## config.mk

```make
export PLATFORM = sky130hd
export DESIGN_NAME = shift_sequencer
export DESIGN_NICKNAME = d
export VERILOG_FILES = /design/src/rtl/shift_sequencer_pkg.sv /design/src/rtl/shift_sequencer.sv
export SDC_FILE = /design/constraint.sdc
export NUM_CORES = 1
export LEC_CHECK = 0
export ABC_AREA = 1
export CAP_MARGIN = 30
export CORE_AREA = 4 4 119 121
export DETAILED_ROUTE_END_ITERATION = 10
export DIE_AREA = 0 0 123 125
export DONT_BUFFER_PORTS = 1
export PLACE_DENSITY = 0.56
export SLEW_MARGIN = 40
export SYNTH_ARGS = -nofsm -noshare
export SYNTH_HDL_FRONTEND = slang
export SYNTH_SLANG_ARGS = --single-unit
```

## constraint.sdc

```tcl
create_clock -name clk -period 4.25 [get_ports clk]
set_input_delay 1.275 -clock clk [delete_from_list [all_inputs] [get_ports clk]]
set_output_delay 1.275 -clock clk [all_outputs]
set_load 0.1 [all_outputs]
```

## src/rtl/shift_sequencer_pkg.sv

```systemverilog
// Shared types and constants for the shift sequencer and its shift register.
// State encoding, datapath sizing and the per-step direction encoding.
package shift_sequencer_pkg;

  localparam int WIDTH    = 43;
  localparam int STEP_MAX = 16;
  localparam int CNT_W    = $clog2(STEP_MAX + 1);

  localparam logic RIGHT3 = 1'b1;
  localparam logic LEFT1  = 1'b0;

  typedef enum logic [1:0] {
    ST_IDLE  = 2'd0,
    ST_LOAD  = 2'd1,
    ST_SHIFT = 2'd2,
    ST_DONE  = 2'd3
  } state_t;

  // Step counts beyond the pattern length would index past the pattern.
  function automatic logic [CNT_W-1:0] clamp_steps(input logic [CNT_W-1:0] n);
    return (n > CNT_W'(STEP_MAX)) ? CNT_W'(STEP_MAX) : n;
  endfunction

endpackage

```

## src/rtl/shift_sequencer.sv

```systemverilog
// Moore FSM sequencing one shift program per start: LOAD, N SHIFT cycles, DONE; done N+3 cycles after start.
// start is only sampled in IDLE; requests while busy are dropped, never queued.
module shift_sequencer #(
  parameter int WIDTH    = shift_sequencer_pkg::WIDTH,
  parameter int STEP_MAX = shift_sequencer_pkg::STEP_MAX,
  parameter int CNT_W    = shift_sequencer_pkg::CNT_W
) (
  input  logic                clk,
  input  logic                rst_n,
  input  logic                start,
  input  logic [WIDTH-1:0]    start_value,
  input  logic [STEP_MAX-1:0] pattern,
  input  logic [CNT_W-1:0]    num_steps,
  input  logic                abort_en,
  output logic                busy,
  output logic                done,
  output logic [WIDTH-1:0]    result,
  output logic                zero_flag,
  output logic [CNT_W-1:0]    steps_done,
  output logic                sh_enable,
  output logic                sh_switch,
  output logic [WIDTH-1:0]    sh_start_value,
  input  logic [WIDTH-1:0]    sh_out_value
);
  import shift_sequencer_pkg::*;

  localparam int IDX_W = $clog2(STEP_MAX);

  state_t              state_q, state_d;
  logic [CNT_W-1:0]    step_q, step_d;
  logic [WIDTH-1:0]    start_value_q;
  logic [STEP_MAX-1:0] pattern_q;
  logic [CNT_W-1:0]    nsteps_q;
  logic                abort_q;
  logic [WIDTH-1:0]    result_q;
  logic                zero_q;
  logic [CNT_W-1:0]    steps_done_q;
  logic                done_q;
  logic                accept;
  logic                last_step;
  logic                abort_hit;

  assign accept    = (state_q == ST_IDLE) && start;
  assign last_step = (step_q == (nsteps_q - CNT_W'(1)));
  assign abort_hit = abort_q && (sh_out_value == '0);

  always_comb begin
    state_d   = state_q;
    step_d    = step_q;
    sh_enable = 1'b0;
    sh_switch = 1'b0;
    busy      = (state_q != ST_IDLE);
    case (state_q)
      ST_IDLE: begin
        if (start) begin
          state_d = ST_LOAD;
          step_d  = '0;
        end
      end
      ST_LOAD: begin
        state_d = (nsteps_q == '0) ? ST_DONE : ST_SHIFT;
      end
      ST_SHIFT: begin
        sh_enable = 1'b1;
        sh_switch = pattern_q[step_q[IDX_W-1:0]];
        step_d    = step_q + CNT_W'(1);
        // The exit edge still shifts; on abort the value is already zero.
        if (last_step || abort_hit) begin
          state_d = ST_DONE;
        end
      end
      ST_DONE: begin
        state_d = ST_IDLE;
      end
      default: begin
        state_d = ST_IDLE;
      end
    endcase
  end

  always_ff @(posedge clk or negedge rst_n) begin
    if (!rst_n) begin
      state_q <= ST_IDLE;
      step_q  <= '0;
    end else begin
      state_q <= state_d;
      step_q  <= step_d;
    end
  end

  always_ff @(posedge clk or negedge rst_n) begin
    if (!rst_n) begin
      start_value_q <= '0;
      pattern_q     <= '0;
      nsteps_q      <= '0;
      abort_q       <= 1'b0;
    end else if (accept) begin
      start_value_q <= start_value;
      pattern_q     <= pattern;
      nsteps_q      <= clamp_steps(num_steps);
      abort_q       <= abort_en;
    end
  end

  always_ff @(posedge clk or negedge rst_n) begin
    if (!rst_n) begin
      result_q     <= '0;
      zero_q       <= 1'b0;
      steps_done_q <= '0;
      done_q       <= 1'b0;
    end else begin
      done_q <= (state_q == ST_DONE);
      if (state_q == ST_DONE) begin
        result_q     <= sh_out_value;
        zero_q       <= (sh_out_value == '0);
        steps_done_q <= step_q;
      end
    end
  end

  assign sh_start_value = start_value_q;
  assign result         = result_q;
  assign zero_flag      = zero_q;
  assign steps_done     = steps_done_q;
  assign done           = done_q;

endmodule

```

==> results of run 1 <==
## metal layers
layer	wire, µm	vias to the layer above	share of wire [%]	track usage [%]
li1	-	1957	-	-
met5	0	-	0	0
met1	5090	1810	40	19.7
met3	1700	11	13	8.22
met2	5950	184	46	26.8
met4	115	0	0.89	5.86
## final cells by class
type	instances	area [µm²]
clock buffer	24	482
sequential	122	3150
clock inverter	8	70.1
inverter	28	105
tap	176	220
timing repair buffer	18	185
fill	1269	6980
multi-input combinational	453	1890
## final timing paths
| check | to | slack [ns] | depth (start not counted) |
|---|---|---|---|
| max in group asynchronous | result[39]$_DFFE_PN0P_ | 3.50 | 0 |
| min in group asynchronous | result[4]$_DFFE_PN0P_ | 0.57 | 0 |
| min reg2reg | pattern_q[8]$_DFFE_PN0P_ | 0.48 | 2 |
| min | pattern_q[8]$_DFFE_PN0P_ | 0.48 | 2 |
| max | sh_switch | 0.95 | 7 |
| max reg2reg | step_q[4]$_DFFE_PN0P_ | 2.26 | 10 |
## through the flow
| step | cell area, µm² | hold WS, ns | utilization (%) |
|---|---|---|---|
| final | 6100 | 0.484 | 46.6 |
| after CTS | 6050 | 0.492 | 46.3 |
| after global routing | 6100 | 0.507 | 46.6 |
| after detailed placement | 5500 | 0.475 | 42.0 |
| after global placement | 5310 | 0.477 | 40.6 |
| after floorplan | 5160 | 0.444 | - |
## cells in the mapped netlist
cell and number:
xnor2_1 1, buf_6 2, a21oi_1 8, clkbuf_1 16
or2_2 1, inv_2 4, nor3_1 1, buf_4 1
nand4_1 4, o22ai_1 4, nand3_2 1, xor2_1 1
o211ai_1 3, o41ai_1 1, buf_1 3, nand3_1 14
nor2_2 1, o21ai_0 24, a31oi_1 1, nand2_2 3
nor2_1 34, ha_1 6, inv_1 24, buf_2 4
dfrtp_1 122, nand2_1 345
## critical path: stages, from the launching register on
cell and delay [ns]:
dfrtp_1 0.53, inv_2 0.17, o211ai_1 0.22, nand3_1 0.09, nand3_1 0.08, nand2_1 0.07, a31oi_2 0.15, buf_4 0.31
## flip-flops by register name, summed over array words and instances (netlist names)
name	flops
result	43
state_q	2
pattern_q	16
step_q	5
steps_done	5
abort_q	1
done	1
nsteps_q	5
sh_start_value	43
zero_flag	1
## cell families (layout without fill, tap and decap cells)
| logic type | count (synthesis) | in the layout | share of synthesized area [%] |
|---|---|---|---|
| adders and majority gates | 6 | 6 | 1.46 |
| DFF | 122 | 122 | 59.2 |
| xor gates and xnor gates | 2 | 2 | 0.340 |
| and+or+nand+nor | 404 | 404 | 30.3 |
| AOI/OAI and AO/OA | 41 | 41 | 4.32 |
| buffers and inverters | 54 | 78 | 4.39 |
==> qor.yml, run 1 <==
run_status:
  status: "completed"
clock_tree:
  clkLatencyLatePin_ns: 0.40
  cts_inserted_buffers: 17
  ctsHoldBuffers: 0
  cts_resized: 0
  cts_tree: "yes"
  cts_buffer_depth: 2
  htreeDepth: 4
  clkSinkCount: 122
  cts_setup_buffers: 0
  clk_pin_slew_worst_paths_ns: 0.05
  cts_root_buffer: "clkbuf_16"
min_path:
  hold_start: "pattern_q[8]$_DFFE_PN0P_"
  min_path_type: "register to register"
synth:
  synth_area_leader_cell: "dfrtp_1"
  synth_cells: 629
  yosys-top-cells-area: "dfrtp_1 (59%), nand2_1 (25%), nor2_1 (2.5%)"
  syn_area_um2: 5160
  synth_top_area_share_pct: 59.2
  synth-seq-area-share_pct: 59.2
  synth_fp_nets: 746
  avgSynthCellArea_um2: 8.20
  post_synth_num_cell_types: 26
  ys_seq_elements: 122
  yosys_warnings: 0
drt:
  vias: 3962
  drcViolationCount: 0
  vias_per_cell: 4.78
  routed_wl_um: 12900
  wl_per_cell_um: 15.5
  postRouteAntennaNets: 0
  drt_iter0_markers: 170
  firstDrtPassIters: 5
final_layout:
  layout_commonest_cell: "nand2_1"
  syn2layout_area_growth_pct: 18.3
  final_cells: 829
  n_antenna_cell: 0
  drive_gt1_share_pct: 20.1
  final_net_count: 757
  final_cell_mix: "nand2_1 (345), dfrtp_2 (81), dfrtp_1 (41), nor2_1 (34), o21ai_0 (24)"
job:
  maxCapViolCount: 0
global_route:
  grt_pass1_vias: 4131
  antenna_found_initial: 0
  track_usage_pct: 16.8
  grt-ovfl-total: 0
  grt_pass1_wl_um: 20300
  grt_max_degree: 123
sta:
  rsz0062_at_grt: "false"
  finalSetupViolations: 0
  finalCritPeriodShare_pct: 77.7
  finalHoldViolations: 0
  fmax_ghz: 0.303
  relSlewSlack_pct: 39.6
  setup_tns_ns: 0
  drv_slew: 0
  worst_slew_pin_slew_ns: 0.906
  setup_ws_ns: 0.947
  clock_skew_ns: 0.00810
  period_needed_ns: 3.30
die:
  start_util_pct: 39.4
  die_w_um: 123
  die_h_um: 125
  die-area_um2: 15400
  rows: 42
  io_pins: 207
  core_area_um2: 13100
critical_path:
  reg2reg_from: "state_q[0]$_DFFE_PN0P_"
  cp_max_fo: 13
  arrival_ns: 2.03
  criticalPathCategory: "register to output pin"
  worst_setup_path_start_kind: "register"
  end_kind: "output pin"
  crit_start: "step_q[0]$_DFFE_PN0P_"
  worstPathRequired_ns: 2.97
placed_design:
  gp_congestion: 0.770
  io_buffer_count: 0
  dp_cells: 794
  preCtsSetupSlack_ns: 1.36
  dp_hpwl_um: 9080
Power of run 1 is left out: the tool's default activity adds up to more than one toggle a clock period on the data nets, which glitch-free logic cannot reach.
==> run 2: changes to the inputs <==
Settings changed: PLACE_DENSITY 0.56 to 0.58.
Clock period 4.25 ns to 2.7 ns, I/O delays scaled along.
==> run 2 against run 1 <==
Final cell count up 9.9%. Critical path depth down 1. Sequential share of layout area down 5.7 points. Worst hold slack worse by 0.39 ns. Via count up 7.1%. Die area unchanged. Clock-buffer cell count down 1.
==> qor.yml, run 2 (synthesized netlist as in run 1, its figures left out) <==
run_status:
  status: "completed"
sta:
  relSlewSlack_pct: 58.9
  fmax_ghz: 0.388
  setup_ws_ns: 0.124
  whs_ns: 0.0965
  finalCritPeriodShare_pct: 95.4
  worst_slew_pin_slew_ns: 0.617
  rsz0062_at_grt: "false"
  period_needed_ns: 2.58
  finalSetupViolations: 0
  setup_tns_ns: 0
  clock_skew_ns: 0.00679
  drv_slew: 0
  finalHoldViolations: 0
global_route:
  antenna_found_initial: 0
  grt-ovfl-total: 0
  grt_max_degree: 123
  track_usage_pct: 17.3
  grt_pass1_vias: 4283
  grt_pass1_wl_um: 20900
clock_tree:
  clk_pin_slew_worst_paths_ns: 0.05
  clkSinkCount: 122
  cts_root_buffer: "clkbuf_16"
  cts_inserted_buffers: 17
  cts_buffer_depth: 2
  cts_resized: 0
  cts_tree: "yes"
  htreeDepth: 4
  clkLatencyLatePin_ns: 0.41
  ctsHoldBuffers: 0
  cts_setup_buffers: 0
min_path:
  min_path_type: "primary input to async pin"
critical_path:
  arrival_ns: 1.77
  path_cells: "buf_4 > o21ai_0 > o22ai_1 > nand2_1 > a31oi_4 > buf_12"
  crit_family: "compound AO/OA/AOI/OAI gates"
  cp_slowest_cell: "dfrtp_1"
  worstPathRequired_ns: 1.89
  end_kind: "output pin"
  cp_max_fo: 10
  critPathBufInv: 2
  critPathMaxStageDelay_ns: 0.39
  worst_setup_path_start_kind: "register"
  criticalPathCategory: "register to output pin"
drt:
  vias_per_cell: 4.66
  routed_wl_um: 13200
  drcViolationCount: 0
  vias: 4245
  postRouteAntennaNets: 0
  wl_per_cell_um: 14.5
  firstDrtPassIters: 4
  drt_iter0_markers: 322
die:
  die_w_um: 123
  start_util_pct: 39.4
  die-area_um2: 15400
  io_pins: 207
  rows: 42
  die_h_um: 125
  core_area_um2: 13100
final_layout:
  drive_gt1_share_pct: 19.2
  layout_commonest_cell: "nand2_1"
  n_fill_cell: 1249
  syn2layout_area_growth_pct: 28.8
  fin_area_um2: 6650
  n_antenna_cell: 0
  final_net_count: 840
  final_cell_mix: "nand2_1 (345), dfrtp_1 (121), buf_4 (100), nor2_1 (34)"
placed_design:
  gp_congestion: 0.781
  preCtsSetupSlack_ns: 0.524
  place_area_um2: 6060
  dp_hpwl_um: 9250
  io_buffer_count: 0
job:
  maxCapViolCount: 0
-- run 2: through the flow --
step / std cells / utilization (%)
2_1_floorplan: 629 / -
3_3_place_gp: 880 / 46.3
3_5_place_dp: 880 / 46.3
4_1_cts: 911 / 50.8
5_1_grt: 911 / 50.8
6_report: 911 / 50.8
-- run 2: layout make-up --
class                           count  area, µm²  share of cell area (%)
Clock buffer                       23        468                    7.04
Clock inverter                      8        119                    1.79
Inverter                           28        108                    1.62
Multi-Input combinational cell    453       1910                    28.7
Sequential cell                   122       3050                    46.0
Tap cell                          176        220                    3.31
Timing Repair Buffer              101        771                    11.6
-- run 2: layer usage --
metal | up-vias | wire length [µm] | track usage, %
met4 | 0 | 194 | 6.38
met3 | 15 | 1510 | 7.00
met1 | 1916 | 5390 | 21.5
li1 | 2123 | - | -
met5 | - | 0 | 0
met2 | 191 | 6070 | 27.0
-- run 2: path summary, 6_finish.rpt --
| path | startpoint | endpoint | slack [ns] | cells past startpoint |
|---|---|---|---|---|
| max | step_q[0]$_DFFE_PN0P_ | sh_switch | 0.12 | 6 |
| min in group clk | result[41]$_DFFE_PN0P_ | result[41]$_DFFE_PN0P_ | 0.47 | 2 |
| max reg2reg | state_q[0]$_DFFE_PN0P_ | step_q[4]$_DFFE_PN0P_ | 0.77 | 11 |
| max in group asynchronous | rst_n | nsteps_q[3]$_DFFE_PN0P_ | 2.45 | 0 |
| min | rst_n | result[4]$_DFFE_PN0P_ | 0.1 | 0 |
| min reg2reg | result[41]$_DFFE_PN0P_ | result[41]$_DFFE_PN0P_ | 0.47 | 2 |
Power of run 2 is left out for the same reason.
==> run 3: changes to the inputs <==
Settings changed: CAP_MARGIN 30 to unset.
==> results of run 3 <==
Same layout as run 2: the final DEF is identical, and so are final timing and power.
Power of run 3 is left out for the same reason.
